**src/rtl/axis_bw_threshold_pkg.sv**
```systemverilog
// Shared definitions for the binariser: mode encodings (same values as the
// AXI-Lite register block) and the mode decode helper.
package axis_bw_threshold_pkg;

  typedef enum logic [1:0] {
    MODE_BYPASS = 2'd0,
    MODE_FIXED  = 2'd1,
    MODE_ADAPT  = 2'd2
  } mode_e;

  // Encoding 3 is reserved and behaves as fixed threshold.
  function automatic mode_e decode_mode(input logic [1:0] m);
    case (m)
      2'd0:    decode_mode = MODE_BYPASS;
      2'd2:    decode_mode = MODE_ADAPT;
      default: decode_mode = MODE_FIXED;
    endcase
  endfunction

endpackage

```
**src/rtl/bw_pixel_cmp.sv**
```systemverilog
// Single-pixel binariser: compares one grayscale pixel to the threshold and
// returns an all-ones/all-zeros pixel plus the foreground flag.
module bw_pixel_cmp #(
  parameter int PIX_W   = 8,
  parameter bit DARK_FG = 1'b1
) (
  input  logic [PIX_W-1:0] i_pix,
  input  logic [PIX_W-1:0] i_thr,
  output logic [PIX_W-1:0] o_bw,
  output logic             o_fg
);

  logic w_fg;

  assign w_fg = DARK_FG ? (i_pix <= i_thr) : (i_pix > i_thr);
  assign o_fg = w_fg;
  assign o_bw = {PIX_W{w_fg}};

endmodule

```
**src/rtl/axis_bw_threshold.sv**
```systemverilog
// AXI4-Stream grayscale to black/white converter with bypass, fixed and
// adaptive (previous-frame midrange) thresholds and a per-frame foreground count.
module axis_bw_threshold
  import axis_bw_threshold_pkg::*;
#(
  parameter int PIX_W   = 8,
  parameter int PPB     = 1,
  parameter bit DARK_FG = 1'b1,
  parameter int CNT_W   = 20
) (
  input  logic                 aclk,
  input  logic                 aresetn,
  input  logic [1:0]           mode,
  input  logic [PIX_W-1:0]     thr_in,
  input  logic [PIX_W*PPB-1:0] s_axis_tdata,
  input  logic                 s_axis_tvalid,
  output logic                 s_axis_tready,
  input  logic                 s_axis_tuser,
  input  logic                 s_axis_tlast,
  output logic [PIX_W*PPB-1:0] m_axis_tdata,
  output logic                 m_axis_tvalid,
  input  logic                 m_axis_tready,
  output logic                 m_axis_tuser,
  output logic                 m_axis_tlast,
  output logic [PIX_W-1:0]     thr_active,
  output logic [CNT_W-1:0]     fg_count,
  output logic                 frame_done
);

  localparam int DW    = PIX_W * PPB;
  localparam int POP_W = $clog2(PPB + 1);

  logic             r_init;
  mode_e            r_mode;
  logic [PIX_W-1:0] r_thr;
  logic [PIX_W-1:0] r_min;
  logic [PIX_W-1:0] r_max;
  logic [PIX_W-1:0] r_adapt_thr;
  logic             r_adapt_valid;
  logic [CNT_W-1:0] r_acc;
  logic [CNT_W-1:0] r_fg_count;
  logic             r_frame_done;
  logic [DW-1:0]    r_tdata;
  logic             r_tvalid;
  logic             r_tuser;
  logic             r_tlast;

  logic             w_accept;
  logic             w_sof;
  logic             w_eof;
  mode_e            w_mode_in;
  mode_e            w_mode_cur;
  mode_e            w_mode_eff;
  logic [PIX_W-1:0] w_thr_cur;
  logic [PIX_W-1:0] w_thr_new;
  logic [PIX_W-1:0] w_thr_eff;
  logic             w_bypass;

  logic [PIX_W-1:0] w_pix_arr [PPB];
  logic [PPB-1:0]   w_fg;
  logic [DW-1:0]    w_out_data;

  logic [PIX_W-1:0] w_beat_min;
  logic [PIX_W-1:0] w_beat_max;
  logic [POP_W-1:0] w_pop;
  logic [PIX_W-1:0] w_min_base;
  logic [PIX_W-1:0] w_max_base;
  logic [PIX_W-1:0] w_min_new;
  logic [PIX_W-1:0] w_max_new;
  logic [PIX_W:0]   w_adapt_sum;
  logic [PIX_W-1:0] w_adapt_thr;
  logic [CNT_W-1:0] w_acc_base;
  logic [CNT_W:0]   w_acc_sum;
  logic [CNT_W-1:0] w_acc_next;

  assign s_axis_tready = !r_tvalid || m_axis_tready;
  assign w_accept      = s_axis_tvalid && s_axis_tready;
  assign w_sof         = w_accept && s_axis_tuser;
  assign w_eof         = w_accept && s_axis_tlast;

  // Until the first clock after reset the live inputs stand in for the
  // sampled mode/threshold, so thr_active follows thr_in out of reset.
  assign w_mode_in  = decode_mode(mode);
  assign w_mode_cur = r_init ? w_mode_in : r_mode;
  assign w_thr_cur  = r_init ? thr_in : r_thr;
  assign w_thr_new  = (w_mode_in == MODE_ADAPT && r_adapt_valid) ? r_adapt_thr : thr_in;
  assign w_mode_eff = w_sof ? w_mode_in : w_mode_cur;
  assign w_thr_eff  = w_sof ? w_thr_new : w_thr_cur;
  assign w_bypass   = (w_mode_eff == MODE_BYPASS);

  generate
    for (genvar gi = 0; gi < PPB; gi++) begin : g_pix
      logic [PIX_W-1:0] w_bw;

      assign w_pix_arr[gi] = s_axis_tdata[gi*PIX_W +: PIX_W];

      bw_pixel_cmp #(
        .PIX_W   (PIX_W),
        .DARK_FG (DARK_FG)
      ) u_cmp (
        .i_pix (w_pix_arr[gi]),
        .i_thr (w_thr_eff),
        .o_bw  (w_bw),
        .o_fg  (w_fg[gi])
      );

      assign w_out_data[gi*PIX_W +: PIX_W] = w_bypass ? w_pix_arr[gi] : w_bw;
    end
  endgenerate

  always_comb begin
    w_beat_min = '1;
    w_beat_max = '0;
    w_pop      = '0;
    for (int i = 0; i < PPB; i++) begin
      if (w_pix_arr[i] < w_beat_min) w_beat_min = w_pix_arr[i];
      if (w_pix_arr[i] > w_beat_max) w_beat_max = w_pix_arr[i];
      w_pop = w_pop + POP_W'(w_fg[i]);
    end
    if (w_bypass) w_pop = '0;
  end

  // A start-of-frame beat discards the running stats before folding itself in.
  assign w_min_base  = w_sof ? '1 : r_min;
  assign w_max_base  = w_sof ? '0 : r_max;
  assign w_min_new   = (w_beat_min < w_min_base) ? w_beat_min : w_min_base;
  assign w_max_new   = (w_beat_max > w_max_base) ? w_beat_max : w_max_base;
  assign w_adapt_sum = {1'b0, w_min_new} + {1'b0, w_max_new} + (PIX_W+1)'(1);
  assign w_adapt_thr = PIX_W'(w_adapt_sum >> 1);

  assign w_acc_base = w_sof ? '0 : r_acc;
  assign w_acc_sum  = {1'b0, w_acc_base} + (CNT_W+1)'(w_pop);
  assign w_acc_next = w_acc_sum[CNT_W] ? '1 : w_acc_sum[CNT_W-1:0];

  always_ff @(posedge aclk or negedge aresetn) begin
    if (!aresetn) begin
      r_init        <= 1'b1;
      r_mode        <= MODE_FIXED;
      r_thr         <= '0;
      r_min         <= '1;
      r_max         <= '0;
      r_adapt_thr   <= '0;
      r_adapt_valid <= 1'b0;
      r_acc         <= '0;
      r_fg_count    <= '0;
      r_frame_done  <= 1'b0;
      r_tdata       <= '0;
      r_tvalid      <= 1'b0;
      r_tuser       <= 1'b0;
      r_tlast       <= 1'b0;
    end else begin
      r_init       <= 1'b0;
      r_frame_done <= w_eof;

      if (w_sof) begin
        r_mode <= w_mode_in;
        r_thr  <= w_thr_new;
      end else if (r_init) begin
        r_mode <= w_mode_in;
        r_thr  <= thr_in;
      end

      if (w_accept) begin
        if (s_axis_tlast) begin
          r_adapt_thr   <= w_adapt_thr;
          r_adapt_valid <= 1'b1;
          r_fg_count    <= w_acc_next;
          r_acc         <= '0;
          r_min         <= '1;
          r_max         <= '0;
        end else begin
          r_acc <= w_acc_next;
          r_min <= w_min_new;
          r_max <= w_max_new;
        end
      end

      if (s_axis_tready) begin
        r_tvalid <= s_axis_tvalid;
        if (s_axis_tvalid) begin
          r_tdata <= w_out_data;
          r_tuser <= s_axis_tuser;
          r_tlast <= s_axis_tlast;
        end
      end
    end
  end

  assign m_axis_tdata  = r_tdata;
  assign m_axis_tvalid = r_tvalid;
  assign m_axis_tuser  = r_tuser;
  assign m_axis_tlast  = r_tlast;
  assign thr_active    = w_thr_cur;
  assign fg_count      = r_fg_count;
  assign frame_done    = r_frame_done;

endmodule

```
**config.mk**
```make
export PLATFORM = sky130hd
export DESIGN_NAME = axis_bw_threshold
export DESIGN_NICKNAME = d
export VERILOG_FILES = /design/src/rtl/axis_bw_threshold_pkg.sv /design/src/rtl/bw_pixel_cmp.sv /design/src/rtl/axis_bw_threshold.sv
export SDC_FILE = /design/constraint.sdc
export NUM_CORES = 1
export LEC_CHECK = 0
export BUFFER_PORTS_ARGS = -buffer_cell sky130_fd_sc_hd__buf_2
export CAP_MARGIN = 10
export CORE_MARGIN = 5
export CORE_UTILIZATION = 63
export CTS_CLUSTER_DIAMETER = 60
export CTS_CLUSTER_SIZE = 40
export DETAILED_ROUTE_END_ITERATION = 7
export PLACE_DENSITY = 0.83
export SLEW_MARGIN = 10
export SYNTH_ARGS = -nofsm -noshare
export SYNTH_HDL_FRONTEND = slang
export SYNTH_HIERARCHICAL = 1
export SYNTH_SLANG_ARGS = --single-unit
```
**constraint.sdc**
```tcl
create_clock -name aclk -period 14 [get_ports aclk]
set_input_delay 0.7 -clock aclk [delete_from_list [all_inputs] [get_ports aclk]]
set_output_delay 0.7 -clock aclk [all_outputs]
set_load 0.05 [all_outputs]
```
==> Yosys cells after proc, flatten, opt, wreduce, memory -nomap -nowiden <==
Index checks and enable logic that the tools add are counted.
{ "totals": {"ff_bits": 88, "latchBits": 0, "ramBits": 0, "mem_bits_ro": 0, "in_bits": 24, "output_inout_bits": 41, "word_cells": 53, "n_memories": 0} }
{ "classes": {"addsub": 3, "mul": 0, "div_mod_pow": 0, "n_lt_le_gt_ge": 5, "eq_ne": 2, "shifts": 0, "muxes": 19, "bitwise": 0, "reduce_logical": 10} }
{ "op_table": {"columns": ["cell", "count"], "rows": [
  ["$mux W8", 12],
  ["$mux W20", 3],
  ["$add A20 B1 Y21", 1],
  ["$add A8 B8 Y9", 1],
  ["$add A9 B1 Y9 const B", 1],
  ["$gt A8 B1 Y1 const B", 1],
  ["$gt A8 B8 Y1", 1],
  ["$le A8 B8 Y1", 1],
  ["$lt A8 B8 Y1", 1],
  ["$lt A8 B8 Y1 const B", 1],
  ["$eq A2 B2 Y1 const B", 2],
  ["$logic_and A1 B1 Y1", 4],
  ["$logic_not A2 Y1", 2],
  ["$mux W2", 2],
  ["$pmux W2 S2", 1],
  ["$reduce_and A2 Y1", 2],
  ["$logic_not A1 Y1", 1],
  ["$logic_or A1 B1 Y1", 1],
  ["$mux W1", 1]
]} }

==> Depth between registers and ports, before layout <==
Gate-level depths: netlist (run 1).
{ "logic_depth": {"ltp_word": 11, "depth_mapped": 26} }

==> By module <==
The synthesis (run 1) kept the hierarchy.
{ "by_module_without_submodules": {"columns": ["mod", "instances", "cells_each", "area_each_um2"], "rows": [
  ["axis_bw_threshold", 1, 604, 5157.4],
  ["bw_pixel_cmp", 1, 35, 256.5]
]} }

==> Least setup slack after synthesis (run 1) <==
No wires, ideal clock.
{ "synth_path": {"kind": "input to register", "startpoint": "input m_axis_tready", "endpoint": "register r_acc[12]", "setup_time_ns": 0.073, "arrival_ns": 5.216, "required_ns": 13.927, "setup_slack_ns": 8.711, "stages": 26, "path_buffers": 6, "cell_sequence": "nand2b_1 buf_2 and2_4 buf_2 buf_1 buf_1 nor2_1 a31oi_1 inv_1 ha_1 a21oi_1 o21ai_0 o22ai_1 and2_1 ha_1 ha_1 nand2_1 nor3_2 nor3b_2 nand2_1 nor3_4 and2_1 buf_4 buf_6 o21bai_2 a21oi_2"} }
{ "synth_between": {"elab_chain_len": 9, "word_cells_on_any_way": 12, "classes_between": "add/sub (1); order compare (1); mux (6); reduce/logical (4)"} }
{ "synth_lines": {"columns": ["item", "line", "text"], "rows": [
  ["start: declaration", "axis_bw_threshold.sv:22", "input logic m_axis_tready,"],
  ["$logic_or A1 B1 Y1", "axis_bw_threshold.sv:76", "assign s_axis_tready = !r_tvalid || m_axis_tready;"],
  ["net s_axis_tready", "axis_bw_threshold.sv:17", "output logic s_axis_tready,"],
  ["$logic_and A1 B1 Y1", "axis_bw_threshold.sv:77", "assign w_accept = s_axis_tvalid && s_axis_tready;"],
  ["$logic_and A1 B1 Y1", "axis_bw_threshold.sv:78", "assign w_sof = w_accept && s_axis_tuser;"],
  ["$mux W8", null, null],
  ["net w_thr_eff[5]", "axis_bw_threshold.sv:56", "logic [PIX_W-1:0] w_thr_eff;"],
  ["$le A8 B8 Y1", "bw_pixel_cmp.sv:15", "assign w_fg = DARK_FG ? (i_pix <= i_thr) : (i_pix > i_thr);"],
  ["net w_fg", "axis_bw_threshold.sv:60", "logic [PPB-1:0] w_fg;"],
  ["$mux W1", "axis_bw_threshold.sv:120", "if (w_bypass) w_pop = '0;"],
  ["$add A20 B1 Y21", "axis_bw_threshold.sv:132", "assign w_acc_sum = {1'b0, w_acc_base} + (CNT_W+1)'(w_pop);"],
  ["$mux W20", "axis_bw_threshold.sv:133", "assign w_acc_next = w_acc_sum[CNT_W] ? '1 : w_acc_sum[CNT_W-1:0];"],
  ["$mux W20", "axis_bw_threshold.sv:164", "if (s_axis_tlast) begin"],
  ["end signal: assignment", "axis_bw_threshold.sv:172", "r_acc <= w_acc_next;"],
  ["end: declaration", "axis_bw_threshold.sv:40", "logic [CNT_W-1:0] r_acc;"]
]} }
The timed path passes the listed nets, and every way through them passes these cells.
A chain may end at the register's enable or synchronous reset.

==> Worst setup path in the final report (run 1) <==
{ "layout_path": {"startpoint": "input s_axis_tuser", "endpoint": "register r_acc[7]"} }
{ "layout_between": {"elab_chain_len": 7, "word_cells_on_any_way": 10, "classes_between": "add/sub (1); order compare (1); mux (6); reduce/logical (2)"} }
{ "layout_lines": {"columns": ["item", "line", "text"], "rows": [
  ["start: declaration", "axis_bw_threshold.sv:18", "input logic s_axis_tuser,"],
  ["$logic_and A1 B1 Y1", "axis_bw_threshold.sv:78", null],
  ["$mux W8", null, null],
  ["net w_thr_eff[1]", "axis_bw_threshold.sv:56", null],
  ["$le A8 B8 Y1", "bw_pixel_cmp.sv:15", null],
  ["net w_fg", "axis_bw_threshold.sv:60", null],
  ["$mux W1", "axis_bw_threshold.sv:120", null],
  ["$add A20 B1 Y21", "axis_bw_threshold.sv:132", null],
  ["$mux W20", "axis_bw_threshold.sv:133", null],
  ["$mux W20", "axis_bw_threshold.sv:164", null]
]} }
The timed path passes the listed nets, and every way through them passes these cells.

==> run summary, run 1 <==
Outcome = complete, no violations
Buffers on Ports = 64
Fill count = 670
Full die area = 10500 µm²
Final Skew = 14.3 ps
Total CTS buffers = 9
Post-CTS setup buffer count = 0
Mapped Area = 5410 µm²
CTS tree = done
Reg clk slew, reported paths = 90 ps
Root buf cell = clkbuf_8
TNS Setup = 0 ps
R2R Path End = r_acc[7]
Placed cell count = 754
Synthesized flop and latch total = 88
Hold Buf Count CTS = 0
Crit path required time = 14300 ps
Top FF cell, synth = dfrtp_1
Vias in the first global route = 4288
Endpoints failing hold = 0
Layout cells sized above 1 = 0.189
Syn Nets = 696
Die height = 103 µm
F_max = 0.180 GHz
Routed Antenna Nets = 0
Actual transition at the worst max-transition pin = 892 ps
Fin crit share = 0.396
H-tree levels = 3
Crit. End Element = flop
Largest cells by area after synthesis = dfrtp_1, ha_1, nand2_1, a21oi_1, dfstp_2
Most frequent cells in the layout = nand2_1, dfrtp_1, nor2_1, buf_2, a21oi_1
Mean routed wirelength per cell = 15.9 µm
Gr ovfl total = 0
Design area = 5850 µm²
RSZ-0062 raised after global routing = no
Largest net degree at the start of global routing = 55
Worst R2R Start = m_axis_tvalid
Core box area = 8300 µm²
Tot GR Track Use = 0.240
Main combinational cell family by area after synthesis = simple AND/OR/NAND/NOR gates
Worst vdd ir = 0.0912 mV
Adder-cell share of the synthesized area = 0.0777
Max Slew Vio Count = 0
IO Count = 65
Clock Latency Late Sink = 360 ps
First-pass DRT Iterations = 5
Commonest non-fill, non-tap cell in the layout = nand2_1
Xor/xnor cell area share of the yosys netlist = 0.0291
DRC Markers = 0
CP Class = in -> reg
Clock sink count = 88
Initial antenna violation count = 0
Flop2flop setup slack = 8610 ps
Placed Area = 5620 µm²
CP max FO = 31
DP HPWL = 8750 µm
Register area = 2210 µm²
YS warnings = 6
Reg2Reg Depth = 22
DR vias/cell = 5.93
Crit path launch type = input pin
Hold Crit Class = in -> async
Number of gates resized after CTS = 0
EDFF count, synth = 0
ANT cells = 0
Synth Area in Compound Gates = 0.190
Max Buffers Root-to-Sink = 2
NumNets Final = 717
Synth top area share = 0.361
First-pass GRT wire length = 20100 µm
Total number of vias = 4569
Final Wtd Congestion = 0.860
Power Total = 0.730 mW
CP Data Arrival Time = 5840 ps
Pwr per Cell Area = 125 nW/µm²
Multiplexer area fraction after synthesis = 0.0284
Share of flip-flops with an asynchronous set or reset = 1.00
Initial core utilization = 0.652
WL final = 12200 µm
Avg Cell Area, Syn = 8.47 µm²
DIE WIDTH = 103 µm
Final setup vio count = 0
Row count = 33
Footprint of the multi-input gates = 2840 µm²
Leak = 2.74 nW
Finished Layout Cells = 770
Area Overhead vs Synth = 8.04%
Initial DRC count = 342
Synth Area in Simple Gates = 0.198
Largest area contributor in the netlist = dfrtp_1
Post-Syn Instances = 639
Slew headroom = 0.405
Sequential fraction of the synthesis area = 0.409
Max cap viols = 0
Distinct cells, synth = 61
Crit path time final = 5540 ps
-- stage by stage --
stage          worst slack, ps   util  hold WS, ps
6_report                  8460  0.705          285
2_1_floorplan             8710      -          404
3_3_place_gp              8510  0.677          457
3_5_place_dp              8260  0.677          463
5_1_grt                   8010  0.705          326
4_1_cts                   8570  0.705          300
-- registers in the layout, summed over array words and instances (netlist names) --
register	flops
m_axis_tuser	1
m_axis_tvalid	1
r_init	1
r_min	8
r_max	8
m_axis_tdata	8
r_adapt_valid	1
frame_done	1
m_axis_tlast	1
r_thr	8
fg_count	20
r_acc	20
r_mode	2
r_adapt_thr	8
-- critical path, cell delays in order --
cell and delay [ps]:
buf_2 240, and2_1 200, and2_4 370, nor2_1 90
a31oi_1 200, inv_1 70, ha_1 280, nor2b_1 150
o211ai_2 130, a21oi_1 80, o22ai_1 610, and2_1 230
ha_1 160, ha_1 250, nand2_1 110, nor3_2 290
nor3b_2 260, nand2_1 110, nor3_4 270, and2_1 590
nor2_1 110, o21ai_1 150, o21a_1 140
-- layer usage --
layer | GRT usage | share of wire | vias to the layer above
met2 | 0.371 | 0.46 | 150
li1 | - | - | 2219
met1 | 0.349 | 0.46 | 2181
met3 | 0.0277 | 0.058 | 19
met5 | 0 | 0 | -
met4 | 0.0888 | 0.015 | 0
-- worst max-delay path by stage --
stage / start / endpoint / slack, ps / depth (start not counted)
3_3_place_gp: s_axis_tuser / r_acc[7] / 8510 / 23
5_1_grt: s_axis_tuser / r_acc[7] / 8010 / 22
2_1_floorplan: m_axis_tready / r_acc[12] / 8710 / 26
6_report: s_axis_tuser / r_acc[7] / 8460 / 23
3_5_place_dp: s_axis_tuser / r_acc[7] / 8260 / 23
4_1_cts: s_axis_tuser / r_acc[7] / 8570 / 23
-- Yosys cell counts (all sizes together), types with 2 or more instances --
master	count
o22a	6
nor2b	6
xor2	7
o21bai	3
o211ai	2
mux2i	3
a31oi	12
nor2	64
nand2b	6
nand2	104
o31ai	5
dfstp	10
o21ai	60
nor3b	2
mux2	11
a21oi	58
inv	25
ha	32
nand3	16
and2	9
dfrtp	78
and3	3
or2	3
xnor2	11
a22o	8
buf	20
a21o	5
clkbuf	37
nor3	8
o22ai	2
nand4	8
or3	4
-- area by class of cell --
type                            count  area share
Inverter                           25      0.0160
Clock inverter                      6      0.0154
Tap cell                          105      0.0225
Sequential cell                    88       0.379
Multi-Input combinational cell    469       0.485
Clock buffer                       10      0.0235
Timing Repair Buffer               67      0.0590
-- cell families after synthesis --
logic type               after synthesis
XOR/XNOR                              18
buffers and inverters                 82
multiplexers                          14
AO/OA/AOI/OAI                        170
flip-flops                            88
other                                  1
adder cells (fa/ha/maj)               33
AND/OR/NAND/NOR                      233
-- report_power, final --
| part | switching [mW] | internal [mW] |
|---|---|---|
| logic | 0.150 | 0.0732 |
| clock network | 0.0948 | 0.107 |
| registers | 0.0167 | 0.288 |
| total | 0.262 | 0.468 |
(Power assumes the default switching activity.)
==> run 2, diff against run 1 <==
CORE_UTILIZATION = 59   (was 63)
PLACE_DENSITY = 0.79   (was 0.83)
clock period = 5.7 ns   (was 14 ns; I/O delays follow)
==> run summary, run 2 (synthesis results as in run 1) <==
Post-CTS setup buffer count = 0
Slowest-stage cell, CP = and2_1
Final Wtd Congestion = 0.865
Crit path time final = 4880 ps
Final Skew = 9.14 ps
Final setup vio count = 0
Initial DRC count = 430
Tot GR Track Use = 0.229
Crit path launch type = flop
Initial core utilization = 0.594
CP Class = reg -> reg
Hold Buf Count CTS = 1
Largest net degree at the start of global routing = 69
Root buf cell = clkbuf_8
Commonest non-fill, non-tap cell in the layout = nand2_1
Full die area = 11200 µm²
Actual transition at the worst max-transition pin = 968 ps
DP HPWL = 9050 µm
Buffers on Ports = 64
Placed Area = 5640 µm²
Number of gates resized after CTS = 0
Critical Path Sink = r_acc[7]
Max Buffers Root-to-Sink = 2
Routed Antenna Nets = 0
First-pass GRT wire length = 21100 µm
ANT cells = 0
Vias in the first global route = 4450
Design area = 5860 µm²
Cell Chain, Critical Path = nand2b_1 -> and2_4 -> nor2_1 -> a31oi_1 -> inv_1 -> ha_1 -> a21oi_1 -> o21ai_0 -> o22ai_1 -> buf_4 -> and2_1 -> ha_1 -> ha_1 -> nand2_1 -> nor3_2 -> nor3b_2 -> nand2_1 -> nor3_4 -> and2_1 -> nor2_1 -> o21ai_1 -> o21a_1
CP Data Arrival Time = 5180 ps
Flop2flop setup slack = 820 ps
Core box area = 9110 µm²
Clock Latency Late Sink = 360 ps
Final core utilization = 0.644
RSZ-0062 raised after global routing = no
Crit path from = m_axis_tvalid
NumNets Final = 719
Crit. End Element = flop
First-pass DRT Iterations = 5
TNS Setup = 0 ps
Most frequent cells in the layout = nand2_1, dfrtp_1, nor2_1, buf_2, a21oi_1
Row count = 35
Crit path required time = 6000 ps
Hold slack = 159 ps
Most frequent cell on the critical path = ha_1
H-tree levels = 3
Max cap viols = 0
Worst vdd ir = 0.216 mV
R2R Path End = r_acc[7]
CP max FO = 31
Pwr per Cell Area = 302 nW/µm²
Leak = 2.73 nW
Hold Crit Class = in -> reg
Gr ovfl total = 0
Worst R2R Start = m_axis_tvalid
Mean routed wirelength per cell = 16.2 µm
Outcome = complete, no violations
Endpoints failing hold = 0
Total CTS buffers = 9
Initial antenna violation count = 0
Area Overhead vs Synth = 8.27%
Reg2Reg Depth = 22
Fin crit share = 0.856
CTS tree = done
Reg clk slew, reported paths = 90 ps
Die height = 106 µm
Clock sink count = 88
DR vias/cell = 5.96
Total number of vias = 4638
DIE WIDTH = 106 µm
Max Slew Vio Count = 0
Layout cells sized above 1 = 0.190
Slew headroom = 0.354
DRC Markers = 0
WL final = 12600 µm
F_max = 0.205 GHz
Delay of the slowest critical-path stage = 540 ps
IO Count = 65
-- run 2: cell types whose count changed in the layout (fill, tap and decap cells not counted), sizes merged --
cell	previous run	this run
buf	67	68
bufinv	2	1
clkbuf	10	11
clkinvlp	0	1
dlygate4sd3	0	1
inv	27	26
-- run 2: critical path, delay by kind of cell (launching register included) --
family | cells | cell delay (ps)
simple gates | 11 | 2540
compound gates | 6 | 900
fa+ha+maj | 3 | 710
flops | 1 | 380
buf+inv | 2 | 270
-- run 2: per-stage QoR --
| stage | cells | power, mW | setup slack [ps] |
|---|---|---|---|
| finish | 778 | 1.77 | 818 |
| global placement | 761 | 1.29 | 979 |
| global route | 778 | 1.87 | 390 |
| detailed placement | 761 | 1.31 | 776 |
| floorplan | 639 | 1.20 | 512 |
| CTS | 778 | 1.78 | 849 |
-- run 2: final cells by class --
cell class / instances / area, µm²
inverters: 25 / 93.8
repair buffers: 69 / 363
clock buffers: 11 / 151
fillers: 762 / 3250
well taps: 111 / 139
multi-input cells: 469 / 2840
clock inverters: 5 / 63.8
flip-flops and latches: 88 / 2210
-- run 2: worst min-delay path by stage --
stage                    end  slack [ps]          start  cells past startpoint
2_1_floorplan    fg_count[0]         -10        aresetn                      0
6_report       m_axis_tvalid         160  s_axis_tvalid                      2
3_3_place_gp        r_max[5]         190        aresetn                      1
5_1_grt        m_axis_tvalid         160  s_axis_tvalid                      2
4_1_cts        m_axis_tvalid         150  s_axis_tvalid                      2
3_5_place_dp        r_max[4]         190        aresetn                      1
-- run 2: report_power, final --
group	switching [mW]	internal, mW
Clock	0.235	0.230
Sequential	0.0412	0.707
Combinational	0.373	0.183
Total	0.649	1.12
-- run 2: metal layers --
metal,vias up,track usage,share of wire
met5,-,0,0
met4,0,0.0860,0.019
met3,31,0.0435,0.068
met2,166,0.370,0.47
met1,2219,0.307,0.44
li1,2222,-,-
==> run 3, diff against run 2 <==
--- a/config.mk
+++ b/config.mk
@@ -10,3 +10,3 @@
 export CORE_MARGIN = 5
-export CORE_UTILIZATION = 59
+export CORE_UTILIZATION = 53
 export CTS_CLUSTER_DIAMETER = 60
@@ -14,4 +14,4 @@
 export DETAILED_ROUTE_END_ITERATION = 7
-export PLACE_DENSITY = 0.79
-export SLEW_MARGIN = 10
+export PLACE_DENSITY = 0.75
+export SLEW_MARGIN = 25
 export SYNTH_ARGS = -nofsm -noshare
==> constraint.sdc (replaced) <==
create_clock -name aclk -period 4.14 [get_ports aclk]
set_input_delay 0.621 -clock aclk [delete_from_list [all_inputs] [get_ports aclk]]
set_output_delay 0.621 -clock aclk [all_outputs]
set_load 0.05 [all_outputs]
==> run summary, run 3 (synthesis results as in run 1) <==
Outcome = complete, no violations
Max Slew Vio Count = 0
Fill count = 798
Crit path launch type = input pin
CP Class = in -> reg
H-tree levels = 3
Final Wtd Congestion = 0.902
NumNets Final = 770
Max cap viols = 0
Final core utilization = 0.655
Row count = 36
First-pass GRT wire length = 22500 µm
Actual transition at the worst max-transition pin = 859 ps
Tot GR Track Use = 0.224
WL final = 13800 µm
DP HPWL = 10000 µm
Largest net degree at the start of global routing = 58
Leak = 3.07 nW
Clock Latency Late Sink = 370 ps
Routed Antenna Nets = 0
Initial antenna violation count = 0
Commonest non-fill, non-tap cell in the layout = nand2_1
Final setup vio count = 0
Full die area = 12300 µm²
Gr ovfl total = 0
Endpoints failing hold = 0
Vias in the first global route = 4702
Most frequent cells in the layout = nand2_1, dfrtp_1, buf_2
IO Count = 65
Core box area = 9860 µm²
Crit. End Element = flop
CTS tree = done
Power Total = 2.51 mW
Layout cells sized above 1 = 0.283
Total number of vias = 4794
Final Skew = 12.0 ps
CP max FO = 15
DR vias/cell = 5.63
Hold Buf Count CTS = 0
F_max = 0.247 GHz
Area Overhead vs Synth = 19.4%
Clock sink count = 88
ANT cells = 0
Crit path required time = 4440 ps
DRC Markers = 0
CP Data Arrival Time = 4360 ps
Reg clk slew, reported paths = 90 ps
Root buf cell = clkbuf_8
Mean routed wirelength per cell = 16.2 µm
Total CTS buffers = 9
Crit path time final = 4060 ps
Initial core utilization = 0.549
DIE WIDTH = 111 µm
Fin crit share = 0.980
Worst vdd ir = 0.252 mV
Pwr per Cell Area = 389 nW/µm²
Slew headroom = 0.428
First-pass DRT Iterations = 5
Max Buffers Root-to-Sink = 2
Initial DRC count = 269
Hold Crit Class = in -> async
Buffers on Ports = 64
Die height = 111 µm
run 3: area by class of cell:
class / instances / area (µm²) / area share
Clock inverter: 7 / 78.8 / 0.0122
Timing Repair Buffer: 120 / 772 / 0.119
Sequential cell: 88 / 2210 / 0.343
Clock buffer: 9 / 124 / 0.0192
Multi-Input combinational cell: 469 / 3020 / 0.466
Tap cell: 133 / 166 / 0.0257
Inverter: 25 / 93.8 / 0.0145
run 3: repair_timing:
action | 4_1_cts | 5_1_grt
endpoints found under the setup margin | 0 | 39
buffers inserted | 0 | 14
resized for setup | 0 | 19
run 3: power breakdown:
part	internal (mW)	switching (mW)	total, mW
clock network	0.285	0.341	0.626
logic	0.309	0.543	0.852
registers	0.974	0.0621	1.04
run 3: final timing paths:
| check | cells past startpoint | from | end | slack, ps |
|---|---|---|---|---|
| min reg2reg | 2 | m_axis_tlast | m_axis_tlast | 480 |
| max reg2reg | 24 | m_axis_tvalid | r_acc[13] | 120 |
| min | 1 | aresetn | fg_count[16] | 310 |
| min in group aclk | 2 | m_axis_tlast | m_axis_tlast | 480 |
| max | 25 | s_axis_tuser | r_acc[13] | 80 |
| max in group asynchronous | 2 | aresetn | r_min[6] | 2880 |
run 3: worst max-delay path: stages:
cell	delay, ps
buf_2	100
and2_1	170
and2_4	160
buf_12	140
buf_4	140
a31oi_4	160
inv_1	60
ha_1	310
nor2b_4	130
o211ai_2	170
a21oi_2	90
o22ai_4	130
and2_4	170
ha_4	130
ha_4	140
nand2_4	50
nor3_4	140
nor3b_4	260
nand2_2	110
nor3_4	300
nand2_4	120
nor2_4	230
buf_4	150
nor2_1	30
o21ai_1	110
run 3: metal layers:
| metal | wire length (µm) | GRT usage |
|---|---|---|
| met5 | 0 | 0 |
| met2 | 6800 | 0.374 |
| met1 | 5930 | 0.285 |
| met4 | 342 | 0.0933 |
| met3 | 733 | 0.0437 |
run 3: metrics by stage:
step                instances  area, µm²  TNS [ps]  setup WS [ps]  hold slack [ps]
global route              851       6460     -1110           -119              368
floorplan                 639       5590     -6250           -246              325
CTS                       837       6290         0           40.4              334
global placement          821       6090     -21.5          -21.5              459
detailed placement        821       6090     -7340           -279              468
finish                    851       6460         0           83.5              310
